### config.mk
export PLATFORM = sky130hd
export DESIGN_NAME = tvin_capture_flat
export DESIGN_NICKNAME = d
export VERILOG_FILES = /design/src/rtl/tvin_capture_pkg.sv /design/src/rtl/tvin_capture_if.sv /design/src/rtl/tvin_capture_syncsep.sv /design/src/rtl/tvin_capture.sv /design/src/flat_wrapper.sv
export SDC_FILE = /design/constraint.sdc
export NUM_CORES = 1
export LEC_CHECK = 0
export ABC_CLOCK_PERIOD_IN_PS = 6950
export CORE_UTILIZATION = 50
export CTS_BUF_LIST = sky130_fd_sc_hd__clkbuf_16
export DETAILED_ROUTE_END_ITERATION = 6
export GPL_TIMING_DRIVEN = 0
export PLACE_DENSITY = 0.75
export SLEW_MARGIN = 20
export SYNTH_ARGS = -nofsm -noshare
export SYNTH_HDL_FRONTEND = slang
export SYNTH_SLANG_ARGS = --single-unit
### constraint.sdc
create_clock -name clk -period 6.95 [get_ports clk]
set_input_delay 0.695 -clock clk [delete_from_list [all_inputs] [get_ports clk]]
set_output_delay 0.695 -clock clk [all_outputs]
set_load 0.05 [all_outputs]
### src/rtl/tvin_capture_pkg.sv
// Shared definitions for the TV-in capture block: register map,
// capture FSM states, register reset values and a small helper.
package tvin_pkg;

  // Register addresses on the SuperIO bus
  localparam logic [3:0] REG_CTRL     = 4'h0;
  localparam logic [3:0] REG_START_HI = 4'h1;
  localparam logic [3:0] REG_START_LO = 4'h2;
  localparam logic [3:0] REG_HOFF     = 4'h3;
  localparam logic [3:0] REG_VOFF     = 4'h4;
  localparam logic [3:0] REG_HSIZE    = 4'h5;
  localparam logic [3:0] REG_VSIZE    = 4'h6;
  localparam logic [3:0] REG_LINES_LO = 4'h7;
  localparam logic [3:0] REG_LINES_HI = 4'h8;

  // Window register defaults: a 320x200 window (40 chars x 200 lines)
  localparam logic [7:0] HOFF_RST  = 8'd96;
  localparam logic [7:0] VOFF_RST  = 8'd50;
  localparam logic [7:0] HSIZE_RST = 8'd39;
  localparam logic [7:0] VSIZE_RST = 8'd199;

  // Capture sequencer states
  typedef enum logic [1:0] {
    ST_IDLE    = 2'd0,
    ST_WAIT_VS = 2'd1,
    ST_ACTIVE  = 2'd2,
    ST_DONE    = 2'd3
  } cap_state_t;

  // 9-bit increment that sticks at 511
  function automatic logic [8:0] sat_inc9(input logic [8:0] v);
    return (v == 9'h1FF) ? v : v + 9'd1;
  endfunction

endpackage

### src/rtl/tvin_capture_if.sv
// Bundle of the CPU bus, the TV input stream and the capture RAM port.
// master = the CPU / stream / RAM side, slave = the capture block.
interface tvin_capture_if #(
  parameter int AW = 13
);
  logic [3:0]    AD;
  logic [7:0]    DI;
  logic [7:0]    DO;
  logic          rw;
  logic          cs;
  logic          irq;
  logic          pix_en;
  logic [1:0]    tvin;
  logic [AW-1:0] mem_addr;
  logic [7:0]    mem_data;
  logic          mem_we;

  modport master (
    output AD, DI, rw, cs, pix_en, tvin,
    input  DO, irq, mem_addr, mem_data, mem_we
  );

  modport slave (
    input  AD, DI, rw, cs, pix_en, tvin,
    output DO, irq, mem_addr, mem_data, mem_we
  );
endinterface

### src/rtl/tvin_capture_syncsep.sv
// Sync separator: measures sync-tip length, classifies the pulse as
// hsync or vsync when sync returns high, and tracks sync lock.
// Event outputs are single-cycle and coincide with the pix_en sample
// on which sync returns to 1.
module tvin_syncsep #(
  parameter int HSYNC_MIN = 16,
  parameter int VSYNC_MIN = 96,
  parameter int TIMEOUT   = 1023
) (
  input  logic clk,
  input  logic rst,
  input  logic i_pix_en,
  input  logic i_sync,
  output logic o_hs_evt,
  output logic o_vs_evt,
  output logic o_lock,
  output logic o_lock_drop
);

  logic [9:0] r_lowcnt;
  logic [9:0] r_tocnt;
  logic       r_lock;

  logic w_ret;
  logic w_vs;
  logic w_hs;
  logic w_evt;
  logic w_expire;

  assign w_ret    = i_pix_en & i_sync;
  assign w_vs     = w_ret && (r_lowcnt >= 10'(VSYNC_MIN));
  assign w_hs     = w_ret && !w_vs && (r_lowcnt >= 10'(HSYNC_MIN));
  assign w_evt    = w_vs | w_hs;
  // This sample is the TIMEOUT-th consecutive one without a sync event
  assign w_expire = i_pix_en && !w_evt && (({1'b0, r_tocnt} + 11'd1) >= 11'(TIMEOUT));

  assign o_hs_evt    = w_hs;
  assign o_vs_evt    = w_vs;
  assign o_lock      = r_lock;
  assign o_lock_drop = w_expire & r_lock;

  // Count consecutive sync-tip samples, saturating; clear when sync returns
  always_ff @(posedge clk) begin
    if (rst) begin
      r_lowcnt <= '0;
    end else if (i_pix_en) begin
      if (!i_sync) begin
        if (r_lowcnt != 10'h3FF) r_lowcnt <= r_lowcnt + 10'd1;
      end else begin
        r_lowcnt <= '0;
      end
    end
  end

  // Lock: any valid sync sets it, a long run without sync clears it
  always_ff @(posedge clk) begin
    if (rst) begin
      r_tocnt <= '0;
      r_lock  <= 1'b0;
    end else if (i_pix_en) begin
      if (w_evt) begin
        r_tocnt <= '0;
        r_lock  <= 1'b1;
      end else begin
        if (r_tocnt != 10'h3FF) r_tocnt <= r_tocnt + 10'd1;
        if (w_expire) r_lock <= 1'b0;
      end
    end
  end

endmodule

### src/rtl/tvin_capture.sv
// TV-in capture: receives the {video, sync} stream, tracks line/pixel
// position, packs a programmable window of 1-bit pixels MSB first into
// bytes for a capture RAM, and exposes a small CPU register file with
// an end-of-frame interrupt.
module tvin_capture
  import tvin_pkg::*;
#(
  parameter int HSYNC_MIN = 16,
  parameter int VSYNC_MIN = 96,
  parameter int TIMEOUT   = 1023,
  parameter int AW        = 13
) (
  input  logic           clk,
  input  logic           rst,
  tvin_capture_if.slave  bus
);

  // Sync separator outputs
  logic w_hs;
  logic w_vs;
  logic w_lock;
  logic w_lock_drop;

  // Register file
  logic       r_ien;
  logic       r_irq;
  logic [4:0] r_start_hi;
  logic [7:0] r_start_lo;
  logic [7:0] r_hoff;
  logic [7:0] r_voff;
  logic [7:0] r_hsize;
  logic [7:0] r_vsize;
  logic [8:0] r_lines;

  // Position tracking
  logic [8:0] r_pixcnt;
  logic [8:0] r_linecnt;
  logic       r_hs_seen;

  // Capture FSM and packer
  cap_state_t    r_state;
  logic [AW-1:0] r_addr;
  logic [6:0]    r_sr;
  logic [2:0]    r_bitcnt;
  logic          r_mem_we;
  logic [AW-1:0] r_mem_addr;
  logic [7:0]    r_mem_data;

  // Decoded bus strobes and derived values
  logic          w_video;
  logic          w_wr;
  logic          w_arm;
  logic          w_stat_rd;
  logic          w_busy;
  logic [AW-1:0] w_start;
  logic [12:0]   w_addr13;
  logic [7:0]    w_do;

  // Window compare; horizontal span reaches 8*256 so it needs 12 bits
  logic [11:0] w_pix12;
  logic [11:0] w_h_lo;
  logic [11:0] w_h_end;
  logic [9:0]  w_line10;
  logic [9:0]  w_v_lo;
  logic [9:0]  w_v_hi;
  logic        w_in_win;
  logic        w_last_line;

  tvin_syncsep #(
    .HSYNC_MIN (HSYNC_MIN),
    .VSYNC_MIN (VSYNC_MIN),
    .TIMEOUT   (TIMEOUT)
  ) u_syncsep (
    .clk         (clk),
    .rst         (rst),
    .i_pix_en    (bus.pix_en),
    .i_sync      (bus.tvin[0]),
    .o_hs_evt    (w_hs),
    .o_vs_evt    (w_vs),
    .o_lock      (w_lock),
    .o_lock_drop (w_lock_drop)
  );

  assign w_video   = bus.tvin[1];
  assign w_wr      = bus.cs & ~bus.rw;
  assign w_arm     = w_wr && (bus.AD == REG_CTRL) && bus.DI[0];
  assign w_stat_rd = bus.cs && bus.rw && (bus.AD == REG_CTRL);
  assign w_busy    = (r_state == ST_WAIT_VS) || (r_state == ST_ACTIVE);
  assign w_start   = AW'({r_start_hi, r_start_lo});
  assign w_addr13  = 13'(r_addr);

  assign w_pix12     = {3'b000, r_pixcnt};
  assign w_h_lo      = {4'b0000, r_hoff};
  assign w_h_end     = w_h_lo + {1'b0, r_hsize, 3'b000} + 12'd8;
  assign w_line10    = {1'b0, r_linecnt};
  assign w_v_lo      = {2'b00, r_voff};
  assign w_v_hi      = w_v_lo + {2'b00, r_vsize};
  assign w_in_win    = (w_pix12 >= w_h_lo) && (w_pix12 < w_h_end) &&
                       (w_line10 >= w_v_lo) && (w_line10 <= w_v_hi);
  assign w_last_line = (w_line10 >= w_v_hi);

  assign bus.DO       = w_do;
  assign bus.irq      = r_irq;
  assign bus.mem_we   = r_mem_we;
  assign bus.mem_addr = r_mem_addr;
  assign bus.mem_data = r_mem_data;

  // CPU writes to the register file; IRQ set has priority over the read-clear
  always_ff @(posedge clk) begin
    if (rst) begin
      r_ien      <= 1'b0;
      r_irq      <= 1'b0;
      r_start_hi <= '0;
      r_start_lo <= '0;
      r_hoff     <= HOFF_RST;
      r_voff     <= VOFF_RST;
      r_hsize    <= HSIZE_RST;
      r_vsize    <= VSIZE_RST;
    end else begin
      if (w_wr) begin
        case (bus.AD)
          REG_CTRL:     r_ien      <= bus.DI[6];
          REG_START_HI: r_start_hi <= bus.DI[4:0];
          REG_START_LO: r_start_lo <= bus.DI;
          REG_HOFF:     r_hoff     <= bus.DI;
          REG_VOFF:     r_voff     <= bus.DI;
          REG_HSIZE:    r_hsize    <= bus.DI;
          REG_VSIZE:    r_vsize    <= bus.DI;
          default:      ;
        endcase
      end
      if ((r_state == ST_DONE) && r_ien) r_irq <= 1'b1;
      else if (w_stat_rd)                r_irq <= 1'b0;
    end
  end

  // Read mux; address lines beyond the map return 0
  always_comb begin
    w_do = 8'h00;
    case (bus.AD)
      REG_CTRL:     w_do = {r_irq, r_ien, w_lock, w_busy, 4'b0000};
      REG_START_HI: w_do = {3'b000, w_addr13[12:8]};
      REG_START_LO: w_do = w_addr13[7:0];
      REG_HOFF:     w_do = r_hoff;
      REG_VOFF:     w_do = r_voff;
      REG_HSIZE:    w_do = r_hsize;
      REG_VSIZE:    w_do = r_vsize;
      REG_LINES_LO: w_do = r_lines[7:0];
      REG_LINES_HI: w_do = {7'b0000000, r_lines[8]};
      default:      w_do = 8'h00;
    endcase
  end

  // Pixel/line position and per-frame line total
  always_ff @(posedge clk) begin
    if (rst) begin
      r_pixcnt  <= '0;
      r_linecnt <= '0;
      r_lines   <= '0;
      r_hs_seen <= 1'b0;
    end else if (bus.pix_en) begin
      if (w_hs) begin
        r_pixcnt  <= '0;
        r_linecnt <= sat_inc9(r_linecnt);
        r_hs_seen <= 1'b1;
      end else if (w_vs) begin
        r_pixcnt  <= sat_inc9(r_pixcnt);
        r_linecnt <= '0;
        r_hs_seen <= 1'b0;
        // Only the first broad pulse of a train closes the frame
        if (r_hs_seen) r_lines <= sat_inc9(r_linecnt);
      end else begin
        r_pixcnt <= sat_inc9(r_pixcnt);
      end
    end
  end

  // Capture sequencer with the bit packer and RAM write port
  always_ff @(posedge clk) begin
    if (rst) begin
      r_state    <= ST_IDLE;
      r_addr     <= '0;
      r_sr       <= '0;
      r_bitcnt   <= '0;
      r_mem_we   <= 1'b0;
      r_mem_addr <= '0;
      r_mem_data <= '0;
    end else begin
      r_mem_we <= 1'b0;
      if (w_arm) begin
        // Arming (or re-arming) always restarts from the top of a frame
        r_state  <= ST_WAIT_VS;
        r_addr   <= w_start;
        r_bitcnt <= '0;
      end else if (w_lock_drop && w_busy) begin
        r_state <= ST_IDLE;
      end else begin
        case (r_state)
          ST_IDLE: ;
          ST_WAIT_VS: begin
            if (w_vs) begin
              r_state  <= ST_ACTIVE;
              r_bitcnt <= '0;
            end
          end
          ST_ACTIVE: begin
            if (w_vs || (w_hs && w_last_line)) begin
              r_state  <= ST_DONE;
              r_bitcnt <= '0;
            end else if (w_hs) begin
              // A partial byte at the end of the previous line is dropped
              r_bitcnt <= '0;
            end else if (bus.pix_en && w_in_win) begin
              r_sr     <= {r_sr[5:0], w_video};
              r_bitcnt <= r_bitcnt + 3'd1;
              if (r_bitcnt == 3'd7) begin
                r_mem_we   <= 1'b1;
                r_mem_data <= {r_sr, w_video};
                r_mem_addr <= r_addr;
                r_addr     <= r_addr + AW'(1);
              end
            end
          end
          ST_DONE: r_state <= ST_IDLE;
          default: r_state <= ST_IDLE;
        endcase
      end
    end
  end

endmodule
### src/flat_wrapper.sv
// flat-port wrapper written by rule: the top's interface ports become plain ports
module tvin_capture_flat import tvin_pkg::*;
#(
  parameter int HSYNC_MIN = 16,
  parameter int VSYNC_MIN = 96,
  parameter int TIMEOUT   = 1023,
  parameter int AW        = 13
)
  (clk, rst, bus_AD, bus_DI, bus_rw, bus_cs, bus_pix_en, bus_tvin, bus_DO, bus_irq, bus_mem_addr, bus_mem_data, bus_mem_we);
  tvin_capture_if #(.AW(AW)) bus_i ();
  input  logic clk;
  input  logic rst;
  input wire logic [$bits(bus_i.AD)-1:0] bus_AD;
  input wire logic [$bits(bus_i.DI)-1:0] bus_DI;
  input wire logic [$bits(bus_i.rw)-1:0] bus_rw;
  input wire logic [$bits(bus_i.cs)-1:0] bus_cs;
  input wire logic [$bits(bus_i.pix_en)-1:0] bus_pix_en;
  input wire logic [$bits(bus_i.tvin)-1:0] bus_tvin;
  output wire logic [$bits(bus_i.DO)-1:0] bus_DO;
  output wire logic [$bits(bus_i.irq)-1:0] bus_irq;
  output wire logic [$bits(bus_i.mem_addr)-1:0] bus_mem_addr;
  output wire logic [$bits(bus_i.mem_data)-1:0] bus_mem_data;
  output wire logic [$bits(bus_i.mem_we)-1:0] bus_mem_we;
  assign bus_i.AD = bus_AD;
  assign bus_i.DI = bus_DI;
  assign bus_i.rw = bus_rw;
  assign bus_i.cs = bus_cs;
  assign bus_i.pix_en = bus_pix_en;
  assign bus_i.tvin = bus_tvin;
  assign bus_DO = bus_i.DO;
  assign bus_irq = bus_i.irq;
  assign bus_mem_addr = bus_i.mem_addr;
  assign bus_mem_data = bus_i.mem_data;
  assign bus_mem_we = bus_i.mem_we;
  tvin_capture #(.HSYNC_MIN(HSYNC_MIN), .VSYNC_MIN(VSYNC_MIN), .TIMEOUT(TIMEOUT), .AW(AW)) u_core (.clk(clk), .rst(rst), .bus(bus_i));
endmodule
# Word level (Yosys, flattened, before mapping)
# Index checks and enable logic that the tools add are counted.
word_totals:
  inputBits: 19
  output_inout_bits: 31
  regBits: 143
  word_cells: 165
classes:
  n_addsub: 10
  n_reduce_logical: 54
  eq_ne: 25
  bitwise_logic: 11
  muxes: 34
  order_cmp: 8
ops:
  columns: ["cell", "n"]
  rows:
  - ["$mux 13", 7]
  - ["$pmux 8 s9", 1]
  - ["$mux 9", 5]
  - ["$mux 10", 4]
  - ["$reduce_and 2->1", 12]
  - ["$add 10x1->10 const B", 2]
  - ["$ne 10x10->1 const B", 2]
  - ["$add 9x1->9 const B", 2]
  - ["$eq 9x9->1 const B", 2]
  - ["$ge 9x8->1", 2]
  - ["$reduce_bool 2->1", 9]
  - ["$eq 4x3->1 const B", 4]
  - ["$logic_and 1x1->1", 16]
  - ["$add 13x1->13 const B", 1]
  - ["$add 12x4->12 const B", 1]
  - ["$add 8x11->12", 1]
  - ["$lt 9x12->1", 1]
  - ["$mux 3", 4]
  - ["$reduce_and 6->1", 2]
  - ["$add 10x1->11 const B", 1]
  - ["$ge 11x10->1 const B", 1]
  - ["$ge 10x5->1 const B", 1]
  - ["$ge 10x7->1 const B", 1]
  - ["$ge 9x10->1", 1]
  - ["other kinds (31)", 59]

# Depth between registers and ports, before layout
logic_depth:
  word_depth: 13
  ltp_mapped: 21
  mapped_depth_nobuf: 19

# By module
# Synthesis repeated with hierarchy kept, for this count alone.
unflattened:
  hier_cells: 960
  hier_area_um2: 8338.0
by_module_without_submodules:
  columns: ["module", "seq_area_each_um2", "area_per_inst_um2", "n_inst", "cells_each"]
  rows:
  - ["tvin_capture", 2442.3, 7086.8, 1, 810]
  - ["tvin_syncsep", 420.4, 1251.2, 1, 150]

# Worst setup path after synthesis
# OpenSTA, ideal clock, no wires.
synth_timing:
  path_kind: "register -> register"
  startpoint: "register u_core.r_vsize[1]"
  endpoint: "register u_core.r_addr[10]"
  n_path_buf: 1
  period_less_slack_ps: 3743
  setup_ps: 91
  t_arrival_ps: 3652
  setup_slack_ps: 3207
  t_required_ps: 6859
  path_stages_with_launch: 20
  cell_sequence: "dfxtp_1 -> ha_1 -> a21o_1 -> a21oi_1 -> o21ai_0 -> a21oi_1 -> nor2_1 -> o21ai_0 -> nand2b_1 -> xnor2_1 -> ha_1 -> a21o_1 -> a211oi_1 -> o221ai_1 -> nand3_1 -> o211a_1 -> buf_2 -> nand3_4 -> or4_1 -> a311oi_1"
synth_via:
  elab_chain_len: 6
  elab_cells_between_ends: 10
  classes_between: "add/sub (1); order compare (2); eq/ne (1); reduce/logical (6)"
synth_lines:
  columns: ["item", "line_no", "source"]
  rows:
  - ["from (decl)", "tvin_capture.sv:32", "logic [7:0] r_vsize;"]
  - ["from (signal assigned)", "tvin_capture.sv:128", "REG_VSIZE: r_vsize <= bus.DI;"]
  - ["$add 8x8->9 (*)", "tvin_capture.sv:97", "assign w_v_hi = w_v_lo + {2'b00, r_vsize};"]
  - ["$ge 9x10->1 or $le 9x10->1 (tied branches)", "tvin_capture.sv:100, tvin_capture.sv:99", null]
  - ["$logic_and 1x1->1 (on tied branches)", "tvin_capture.sv:207, tvin_capture.sv:99", null]
  - ["$logic_or 1x1->1 or $logic_and 1x1->1 (tied branches)", "tvin_capture.sv:207, tvin_capture.sv:213", null]
  - ["$ne 2x1->1 (no source line) or $reduce_bool 2->1 (tied branches)", null, null]
  - ["$reduce_and 6->1 (no source line) (*)", null, null]
  - ["to (signal assigned)", "tvin_capture.sv:193", "r_addr <= w_start;"]
  - ["to (signal assigned)", "tvin_capture.sv:220", "r_addr <= r_addr + AW'(1);"]
  - ["to (decl)", "tvin_capture.sv:42", "logic [AW-1:0] r_addr;"]
# Every way passes the cells marked *; elsewhere a longest branch is shown, timed or not.
# A chain may end at the register's enable or synchronous reset.

# Worst setup path after layout
layout_timing:
  startpoint: "register u_core.r_voff[1]"
  endpoint: "register u_core.r_addr[10]"
layout_via:
  elab_chain_len: 6
  elab_cells_between_ends: 12
  classes_between: "add/sub (1); order compare (3); eq/ne (1); reduce/logical (7)"
layout_lines:
  columns: ["item", "line_no", "source"]
  rows:
  - ["from (decl)", "tvin_capture.sv:30", "logic [7:0] r_voff;"]
  - ["from (signal assigned)", "tvin_capture.sv:126", "REG_VOFF: r_voff <= bus.DI;"]
  - ["$add 8x8->9 or $ge 9x8->1 (tied branches)", "tvin_capture.sv:97, tvin_capture.sv:99", null]
  - ["$ge 9x10->1 (tied with other cells)", "tvin_capture.sv:100", "assign w_last_line = (w_line10 >= w_v_hi);"]
  - ["$logic_and 1x1->1 (on tied branches)", "tvin_capture.sv:207, tvin_capture.sv:99", null]
  - ["$logic_or 1x1->1 or $logic_and 1x1->1 (tied branches)", "tvin_capture.sv:207, tvin_capture.sv:213", null]
  - ["$ne 2x1->1 (no source line) or $reduce_bool 2->1 (tied branches)", null, null]
  - ["$reduce_and 6->1 (no source line) (*)", null, null]
# Marks and branches as above.

==> results.toml <==
[clock_tree]
clockBufferDepth = 2
numCtsBuffers = 17
clk_pin_slew_worst_paths_ns = 0.06
clock-root-buffer = "clkbuf_16"
h-tree-depth = 4
tritoncts = "yes"
cts_hold_buf = 0
cts-resized-gates = 0
post_cts_buffers = 0
clk_latency_ns = 0.43
clkSinkCount = 143

[timing]
rsz0062_at_grt = "no"
hold_viol = 0
finClkSkew_ns = 0.00832
worst_pin_slew_ns = 0.978
slew_violations = 0
finalHoldWorstSlack_ns = 0.457
final.setup.tns_ns = 0
maxSlewHeadroom_pct = 34.2
fin_crit_ns = 4.56
finalCritPeriodShare_pct = 65.6
max_freq_mhz = 219
setup_violations = 0

[hold_path]
min_from = "u_core.r_start_hi[4]"
hold_path_class = "flop to flop"

[global_routing]
antenna_found_initial = 0
grt_max_degree = 17
grt_use_total_pct = 28.5
grt_pass1_vias = 6706
grt.overflow.total = 0
grt_pass1_wl_mm = 35.7

[synthesis]
yosys.area.top_type = "dfxtp_1"
synth_top_family_by_area = "simple AND/OR/NAND/NOR gates"
synthesis.nets = 1033
synth_top_cell_area_share_pct = 35.6
async_flop_share_pct = 0
yosys.area_share.adder_pct = 10.4
synthXorXnorAreaFrac_pct = 4.68
ys_warn_count = 0
yosysUniqueCellTypes = 71
synthCells = 948
avgSynthCellArea_um2 = 8.49
synth_area_leaders = "dfxtp_1, ha_1, nor2_1"
yosys_most_used_dff = "dfxtp_1"
ys_seq_area_share_pct = 35.6
synth_mux_area_share_pct = 7.09
synth-edff-count = 0
synth_compound_area_share_pct = 16.2
syn-cell-area_um2 = 8050
ys_seq_elements = 143
synthSimpleGateAreaFrac_pct = 21.6

[placed_design]
routabilityCongestion = 1.01
placed_cells = 1210
dp_hpwl_mm = 17.0
io_buffer_count = 46

[die]
start_util_pct = 50.9
rows = 46
fp.dieH_um = 129
dieArea_um2 = 16600
core_um2 = 15800
io_pins = 50
die_width_um = 129

[detailed_routing]
vias = 7367
wl_mm = 22.9
drtAntennaViolNets = 0
vias_per_cell = 5.94
drcViolationCount = 0
wl_per_cell_um = 18.4
drt_iter0_drc = 676
drtPass1Iterations = 7

[setup_path]
setup.worst_path.start = "u_core.r_voff[1]"
end_kind = "flop"
crit_type = "flop to flop"
timing.rr.start = "u_core.r_voff[1]"
crit_arrival_ns = 4.89
reg2reg_slack_ns = 2.39
path_max_fanout = 10
crit_required_ns = 7.27
cp-start-kind = "flop"

[power_and_ir_drop]
p_per_area_nw_per_um2 = 210
p_leak_nw = 3.89
design_power_total_w = 0.00197
irDropWorstVdd_mv = 0.190

[finish]
final_cells = 1241
drive_gt1_share_pct = 5.37
postLayoutCoreUtil_pct = 59.4
final_nets = 1098
area_delta_synth_final_pct = 16.7
antenna_cells = 0

[flow_run]
max_cap_violations = 0

[outcome]
run_status = "completed"
-- worst max-delay path: stages, from the launching register on --
cell and delay (ns):
dfxtp_1 0.40, ha_1 0.27, a21o_1 0.17, a21oi_1 0.23
o21ai_0 0.11, a21oi_1 0.22, nor2_1 0.06, o21ai_0 0.14
nand2b_1 0.08, xnor2_1 0.17, ha_1 0.29, a21o_1 0.16
a211oi_1 0.27, o221ai_1 0.19, nand3_1 0.21, o211a_1 0.19
buf_2 0.28, nand3_4 0.16, or4_1 0.54, a311oi_1 0.30
-- power breakdown --
| part | leakage, nW | switching [W] | internal, W | total (W) |
|---|---|---|---|---|
| registers | 1.15 | 0.00000919 | 0.000827 | 0.000837 |
| logic | 2.42 | 0.000108 | 0.0000572 | 0.000165 |
| clock network | 0.308 | 0.000372 | 0.000600 | 0.000972 |
| total | 3.89 | 0.000490 | 0.00148 | 0.00197 |
-- stage by stage --
step	worst slack, ns	cell area, um^2
floorplan	3.21	8050
global placement	2.54	8780
detailed placement	2.47	8780
CTS	2.42	9400
global route	2.11	9400
finish	2.39	9400
-- per-layer routing --
layer	up-vias	global-route usage, %	part of all wire (%)
li1	3521	-	-
met1	3492	37.7	43
met2	301	45.8	45
met3	53	5.20	8.6
met4	0	11.4	2.8
met5	-	0	0
-- Yosys cell counts (7+ instances only) --
cell type / count
xnor2_1: 20
a211o_1: 11
a211oi_1: 19
a21oi_1: 48
a21o_1: 10
mux2i_1: 48
o21ai_0: 27
nor2_1: 154
and3_1: 13
nor2b_1: 15
nand3b_1: 7
xor2_1: 23
nand4_1: 20
inv_1: 49
dfxtp_1: 143
ha_1: 64
clkbuf_1: 30
nand2b_1: 8
nand2_1: 61
nand3_1: 31
a22oi_1: 17
nor3_1: 18
-- logic make-up (layout without fill, tap and decap cells) --
group / Yosys count / in the layout
compound gates: 189 / 189
xor+xnor: 43 / 43
fa+ha+maj: 66 / 66
buf+inv: 90 / 167
flops: 143 / 143
mux: 55 / 55
simple gates: 362 / 362
-- layout by cell type, fill, tap and decap left out, types with 4 or more instances in the layout --
master / count
a211oi_1: 19
mux2i_1: 48
mux2_2: 6
buf_2: 5
nor3b_1: 5
a21o_1: 10
bufinv_16: 4
o21ai_0: 27
nand4_1: 20
a21oi_1: 48
a31oi_1: 6
and2_1: 5
or3_1: 6
dfxtp_1: 143
ha_1: 64
a22oi_1: 17
nand2_1: 61
xnor2_1: 20
clkdlybuf4s50_1: 46
o211ai_1: 4
a22o_1: 6
clkbuf_16: 17
o21a_1: 4
xor2_1: 23
nor2_1: 154
a211o_1: 11
and3_1: 13
inv_1: 51
nand2b_1: 8
nand3b_1: 7
nand3_1: 31
clkbuf_1: 30
nor2b_1: 15
nor3_1: 18
-- area by class of cell --
class                   count  area, um^2
fillers                  1449        6430
plain buffers              41         175
inverters                  49         184
clock inverters            14         191
well taps                 216         270
repair buffers             46         460
flip-flops and latches    143        2860
clock buffers              17         425
multi-input cells         715        4830
-- sequential cells by signal, summed over array words and instances, names as in the netlist, 3 cells and up --
name / flops
u_core.r_linecnt: 9
u_core.u_syncsep.r_tocnt: 10
u_core.r_hoff: 8
u_core.r_lines: 9
u_core.u_syncsep.r_lowcnt: 10
u_core.r_sr: 7
u_core.r_pixcnt: 9
u_core.r_start_hi: 5
u_core.r_bitcnt: 3
u_core.bus.mem_addr: 13
u_core.bus.mem_data: 8
u_core.r_vsize: 8
u_core.r_addr: 13
u_core.r_hsize: 8
u_core.r_voff: 8
u_core.r_start_lo: 8
-- final timing paths --
kind / cells past startpoint / end
setup / recovery: 19 / u_core.r_addr[10]
hold / removal: 2 / u_core.r_start_hi[4]
setup reg to reg: 19 / u_core.r_addr[10]
hold reg to reg: 2 / u_core.r_start_hi[4]
No activity file was read; power rests on OpenSTA's default activity.
==> edit 1 (same settings) <==
Encoding of `cap_state_t`: now one-hot (4 bits for 4 states).
--- a/src/rtl/tvin_capture_pkg.sv
+++ b/src/rtl/tvin_capture_pkg.sv
@@ -20,11 +20,11 @@
   localparam logic [7:0] VSIZE_RST = 8'd199;
 
   // Capture sequencer states
-  typedef enum logic [1:0] {
-    ST_IDLE    = 2'd0,
-    ST_WAIT_VS = 2'd1,
-    ST_ACTIVE  = 2'd2,
-    ST_DONE    = 2'd3
+  typedef enum logic [3:0] {
+    ST_IDLE    = 4'b0001,
+    ST_WAIT_VS = 4'b0010,
+    ST_ACTIVE  = 4'b0100,
+    ST_DONE    = 4'b1000
   } cap_state_t;
 
   // 9-bit increment that sticks at 511
Check against the original RTL: same outputs for any inputs over 4 cycles, from zero or initial values and one cycle with rst high; so few cycles prove little.
==> edit 1 against the original RTL <==
- synthesized area is 0.59% lower
- utilization grew 1.0 points
- sequential power grew 0.8%
- cell area decreased by 0.88%
- worst setup slack lost 0.23 ns
- routed wire length decreased by 2.6%
- global-route usage down 0.45 points
- sequential cell count rose by 2
- count of clock-buffer cells in the layout unchanged
- total power shrank 5.2%
- worst hold slack better by 0.0014 ns
==> edit 1: results (changes against the original RTL) <==
Crit path max fanout: 7 (-3)
Placement Setup Slack: 2.258 ns (-0.2160 ns)
Post-DP HPWL: 16630 µm (-2.4%)
Tot GR Track Use: 0.2802 (-0.004535)
Nets: 1109 (+1.0%)
Post-synth top cells: 145 x dfxtp_1, 118 x nor2_1, 93 x nand2_1, 69 x a21oi_1, 62 x mux2i_1
Initial drt markers: 698 (+3.3%)
Fillers: 1414 (-2.4%)
R2R Path End: u_core.r_addr[8]
Mux share of post-synthesis cell area: 0.08034 (+0.009486)
Fin crit period: 4.792 ns (+0.2297 ns)
Routed vias: 7376 (+0.12%)
Vias/cell: 5.891 (-0.76%)
FF-to-FF setup slack: 2.16 ns (-0.23 ns)
CP max-delay cell: nor4_4
Slowest cell delay on critical path: 0.56 ns (+0.02 ns)
Area post-placement: 8742 µm² (-0.47%)
Worst path top cell family by delay: simple AND/OR/NAND/NOR gates
Post-Route WL: 22300 µm (-2.6%)
Worst hold endpoint: u_core.r_start_lo[2]
Synth Instances: 964 (+1.7%)
Share of cells above drive strength 1: 0.03842 (-0.01523)
Slew HR: 0.4814 (+0.1397)
Syn Nets: 1044 (+1.1%)
Number of global-route vias before repair: 6896 (+2.8%)
Compound-Gate Fraction of Synth Area: 0.1552 (-0.006852)
Status: complete, no violations
Xor/xnor share of the synthesized area: 0.03611 (-0.01066)
Leakage power total: 3.887 nW (about the same)
Maximum VDD drop: 159.9 µV (-16%)
First-pass GRT wire length: 35700 µm (about the same)
Ranking of synthesized cells by area: dfxtp_1 36%, ha_1 9.2%, mux2i_1 7.8%, nor2_1 5.5%, nand2_1 4.4%
Seq/Total Area, Yosys: 0.3626 (+0.007113)
Setup Skew: 0.007770 ns (-0.0005549 ns)
Adder-Cell Fraction of Synth Area: 0.09722 (-0.007195)
==> edit 1: cell count changes after synthesis, sizes merged, moves of 9 or more <==
cell,delta
inv,-9
nor2,-36
nand2,+33
nand3,+24
mux2i,+14
a21oi,+21
a211o,-11
o21ai,+13
==> edit 1: worst max path at each step <==
stage                           from                to  cells after the start
floorplan           u_core.r_voff[0]  u_core.r_addr[5]                     19
global placement           bus_AD[0]         bus_DO[4]                      9
detailed placement  u_core.r_voff[0]  u_core.r_addr[8]                     19
CTS                 u_core.r_voff[0]  u_core.r_addr[8]                     19
global route        u_core.r_voff[0]  u_core.r_addr[8]                     19
finish              u_core.r_voff[0]  u_core.r_addr[8]                     19
==> edit 1: logic make-up after synthesis <==
family                   count (synthesis)
AND/OR/NAND/NOR                        387
XOR/XNOR                                33
buffers and inverters                   80
flip-flops                             145
AO/OA/AOI/OAI                          194
multiplexers                            64
adder cells (fa/ha/maj)                 61
==> edit 1: where the power goes <==
group,total [mW],switching [mW],internal (mW)
sequential,0.844,0.00689,0.837
clock,0.910,0.356,0.554
combinational,0.119,0.0791,0.0395
total,1.87,0.442,1.43
==> edit 1: metrics by stage <==
step / utilization / hold slack [ns]
5_1_grt: 0.6040 / 0.4861
4_1_cts: 0.6040 / 0.4597
2_1_floorplan: - / 0.4321
3_5_place_dp: 0.5667 / 0.4511
6_report: 0.6040 / 0.4584
3_3_place_gp: 0.5659 / 0.4446
==> edit 1: layout make-up <==
cell class | instances | area (µm²) | share of cell area
inverter | 40 | 150.1 | 0.01611
buffer | 40 | 153.9 | 0.01652
multi-input combinational | 739 | 4811 | 0.5163
tap | 211 | 264.0 | 0.02833
clock inverter | 14 | 150.1 | 0.01611
clock buffer | 17 | 425.4 | 0.04566
sequential | 145 | 2903 | 0.3115
timing repair buffer | 46 | 460.4 | 0.04942
==> edit 1: routing by layer <==
| layer | wire length (µm) | vias to the layer above | share of wire | global-route usage |
|---|---|---|---|---|
| li1 | - | 3585 | - | - |
| met3 | 1718 | 38 | 0.077 | 0.05530 |
| met4 | 431 | 0 | 0.019 | 0.09273 |
| met2 | 10190 | 271 | 0.46 | 0.4544 |
| met1 | 9960 | 3482 | 0.45 | 0.3734 |
| met5 | 0 | - | 0 | 0 |
==> edit 1: worst register-to-register path, stage by stage, from the launching register on <==
cell	delay, ns
dfxtp_1	0.46
ha_1	0.22
inv_1	0.05
fa_1	0.40
nor2b_1	0.12
o21ai_0	0.11
a21oi_1	0.20
o21ai_0	0.10
nand2b_1	0.11
a21o_1	0.12
a21oi_1	0.07
ha_1	0.32
and3_1	0.19
a211oi_1	0.24
a311o_1	0.16
o211ai_1	0.22
nor4_4	0.56
nand4_1	0.38
or3_1	0.40
a311oi_1	0.26
==> edit 2 (same flow settings) <==
Made on the original files. `AW` is set to 13 in 3 places; all go to 14.
--- a/src/rtl/tvin_capture_if.sv
+++ b/src/rtl/tvin_capture_if.sv
@@ -1,7 +1,7 @@
 // Bundle of the CPU bus, the TV input stream and the capture RAM port.
 // master = the CPU / stream / RAM side, slave = the capture block.
 interface tvin_capture_if #(
-  parameter int AW = 13
+  parameter int AW = 14
 );
   logic [3:0]    AD;
   logic [7:0]    DI;
--- a/src/rtl/tvin_capture.sv
+++ b/src/rtl/tvin_capture.sv
@@ -8,7 +8,7 @@
   parameter int HSYNC_MIN = 16,
   parameter int VSYNC_MIN = 96,
   parameter int TIMEOUT   = 1023,
-  parameter int AW        = 13
+  parameter int AW        = 14
 ) (
   input  logic           clk,
   input  logic           rst,
--- a/src/flat_wrapper.sv
+++ b/src/flat_wrapper.sv
@@ -4,7 +4,7 @@
   parameter int HSYNC_MIN = 16,
   parameter int VSYNC_MIN = 96,
   parameter int TIMEOUT   = 1023,
-  parameter int AW        = 13
+  parameter int AW        = 14
 )
   (clk, rst, bus_AD, bus_DI, bus_rw, bus_cs, bus_pix_en, bus_tvin, bus_DO, bus_irq, bus_mem_addr, bus_mem_data, bus_mem_we);
   tvin_capture_if #(.AW(AW)) bus_i ();
Interface: changed (resized bus_mem_addr); port bits go from 50 to 51. No check against the original RTL was run, so the function may have changed too.
==> edit 2 against the original RTL <==
- routed wire length rose by 7.7%
- total power is 0.63% lower
- cell area rose by 1.4%
- non-clock buffer count up 13
- sequential cell count increased by 2
- via count increased by 8.8%
- worst setup slack worse by 0.052 ns
- synthesized area up 2.1%
- utilization grew 0.42 points
- largest cell class unchanged
- largest power group unchanged
==> edit 2: results (changes against the original RTL) <==
DP Cell Count: 1284 (+6.1%)
Maximum VDD drop: 183.4 µV (-3.5%)
Clk slew on worst S/H paths: 0.06 ns (about the same)
Post-DP HPWL: 17870 µm (+4.9%)
Ranking of synthesized cells by area: dfxtp_1 35%, ha_1 9.7%, a21oi_1 6.2%, nand3_1 5.4%, nand2_1 5.0%
Setup Buffers After CTS: 0 (unchanged)
DR pass1 iterations: 6 (-1)
Initial drt markers: 883 (+31%)
Tot GR Track Use: 0.2972 (+0.01252)
Worst min path class: flip-flop to flip-flop
Clock Power: 0.955 mW (-2%)
Post-synth top area share: 0.3532 (-0.002273)
Switch Pwr: 0.4792 mW (-2.2%)
Seq/Total Area, Yosys: 0.3532 (-0.002273)
Yosys cell types: 68 (-4.2%)
Sequential fraction of design power: 0.432 (+0.008)
Buffers added on ports: 45 (-2.2%)
Number of global-route vias before repair: 7385 (+10%)
WL/cell: 18.75 µm (+1.7%)
Setup Skew: 0.007447 ns (-0.0008780 ns)
Status: complete, no violations
Post-synth top cells: 145 x dfxtp_1, 109 x nand2_1, 102 x a21oi_1, 90 x nor2_1, 88 x nand3_1
First-pass GRT wire length: 38340 µm (+7.5%)
Fillers: 1449 (unchanged)
Power per Cell Area: 205.8 nW/µm² (-2.0%)
Post-Route WL: 24640 µm (+7.7%)
Yosys warning count: 0 (unchanged)
Syn Nets: 1108 (+7.3%)
Root buffer cell: clkbuf_16
Drt drc: 0 (unchanged)
Vias/cell: 6.100 (+2.8%)
Gpl congestion: 0.9738 (-3.1%)
Nets: 1172 (+6.7%)
TritonCTS buffer count: 17 (unchanged)
Share of cells above drive strength 1: 0.04463 (-0.009032)
Leakage power total: 3.574 nW (-8.0%)
Syn_area_per_cell: 8.033 µm² (-5.4%)
Slew @ Worst Pin: 0.8308 ns (-0.1476 ns)
edit 2: critical path, cell delays in order:
cell and delay [ns]:
clkdlybuf4s50_1 0.49, clkbuf_1 0.27, nor3_1 0.71, clkbuf_1 0.45
a22oi_1 0.20, a31oi_1 0.26, clkdlybuf4s50_1 0.85
edit 2: final cells by class:
cell class	instances	area share
multi-input cells	787	0.5191
flip-flops and latches	145	0.3044
clock buffers	17	0.04461
repair buffers	45	0.04724
plain buffers	55	0.02414
clock inverters	13	0.01798
well taps	216	0.02834
inverters	36	0.01417
edit 2: metal layers:
metal	track usage	part of all wire	vias to the layer above
li1	-	-	3866
met1	0.3891	0.42	3724
met2	0.4781	0.46	367
met3	0.05453	0.089	59
met4	0.1293	0.028	0
met5	0	0	-
edit 2: final timing paths:
path | slack [ns] | to | depth (start not counted) | from
setup / recovery | 2.34 | bus_DO[0] | 7 | bus_AD[3]
hold / removal | 0.46 | u_core.r_start_hi[1] | 2 | u_core.r_start_hi[1]
setup reg to reg | 2.36 | u_core.r_bitcnt[0] | 19 | u_core.r_voff[0]
hold reg to reg | 0.46 | u_core.r_start_hi[1] | 2 | u_core.r_start_hi[1]
edit 2: logic make-up after synthesis:
kind of cell    count (synthesis)  synth area share
fa+ha+maj                      66            0.1023
flops                         145            0.3532
compound gates                266            0.2057
mux                            11           0.01401
simple gates                  416            0.2505
buf+inv                        91           0.04446
xor+xnor                       28           0.02984
edit 2: metrics by stage:
stage	util	cell area, µm²	worst slack (ns)
global placement	0.5607	8939	2.383
global route	0.5981	9535	2.051
detailed placement	0.5607	8939	2.400
finish	0.5981	9535	2.337
CTS	0.5981	9535	2.410
floorplan	-	8218	3.354
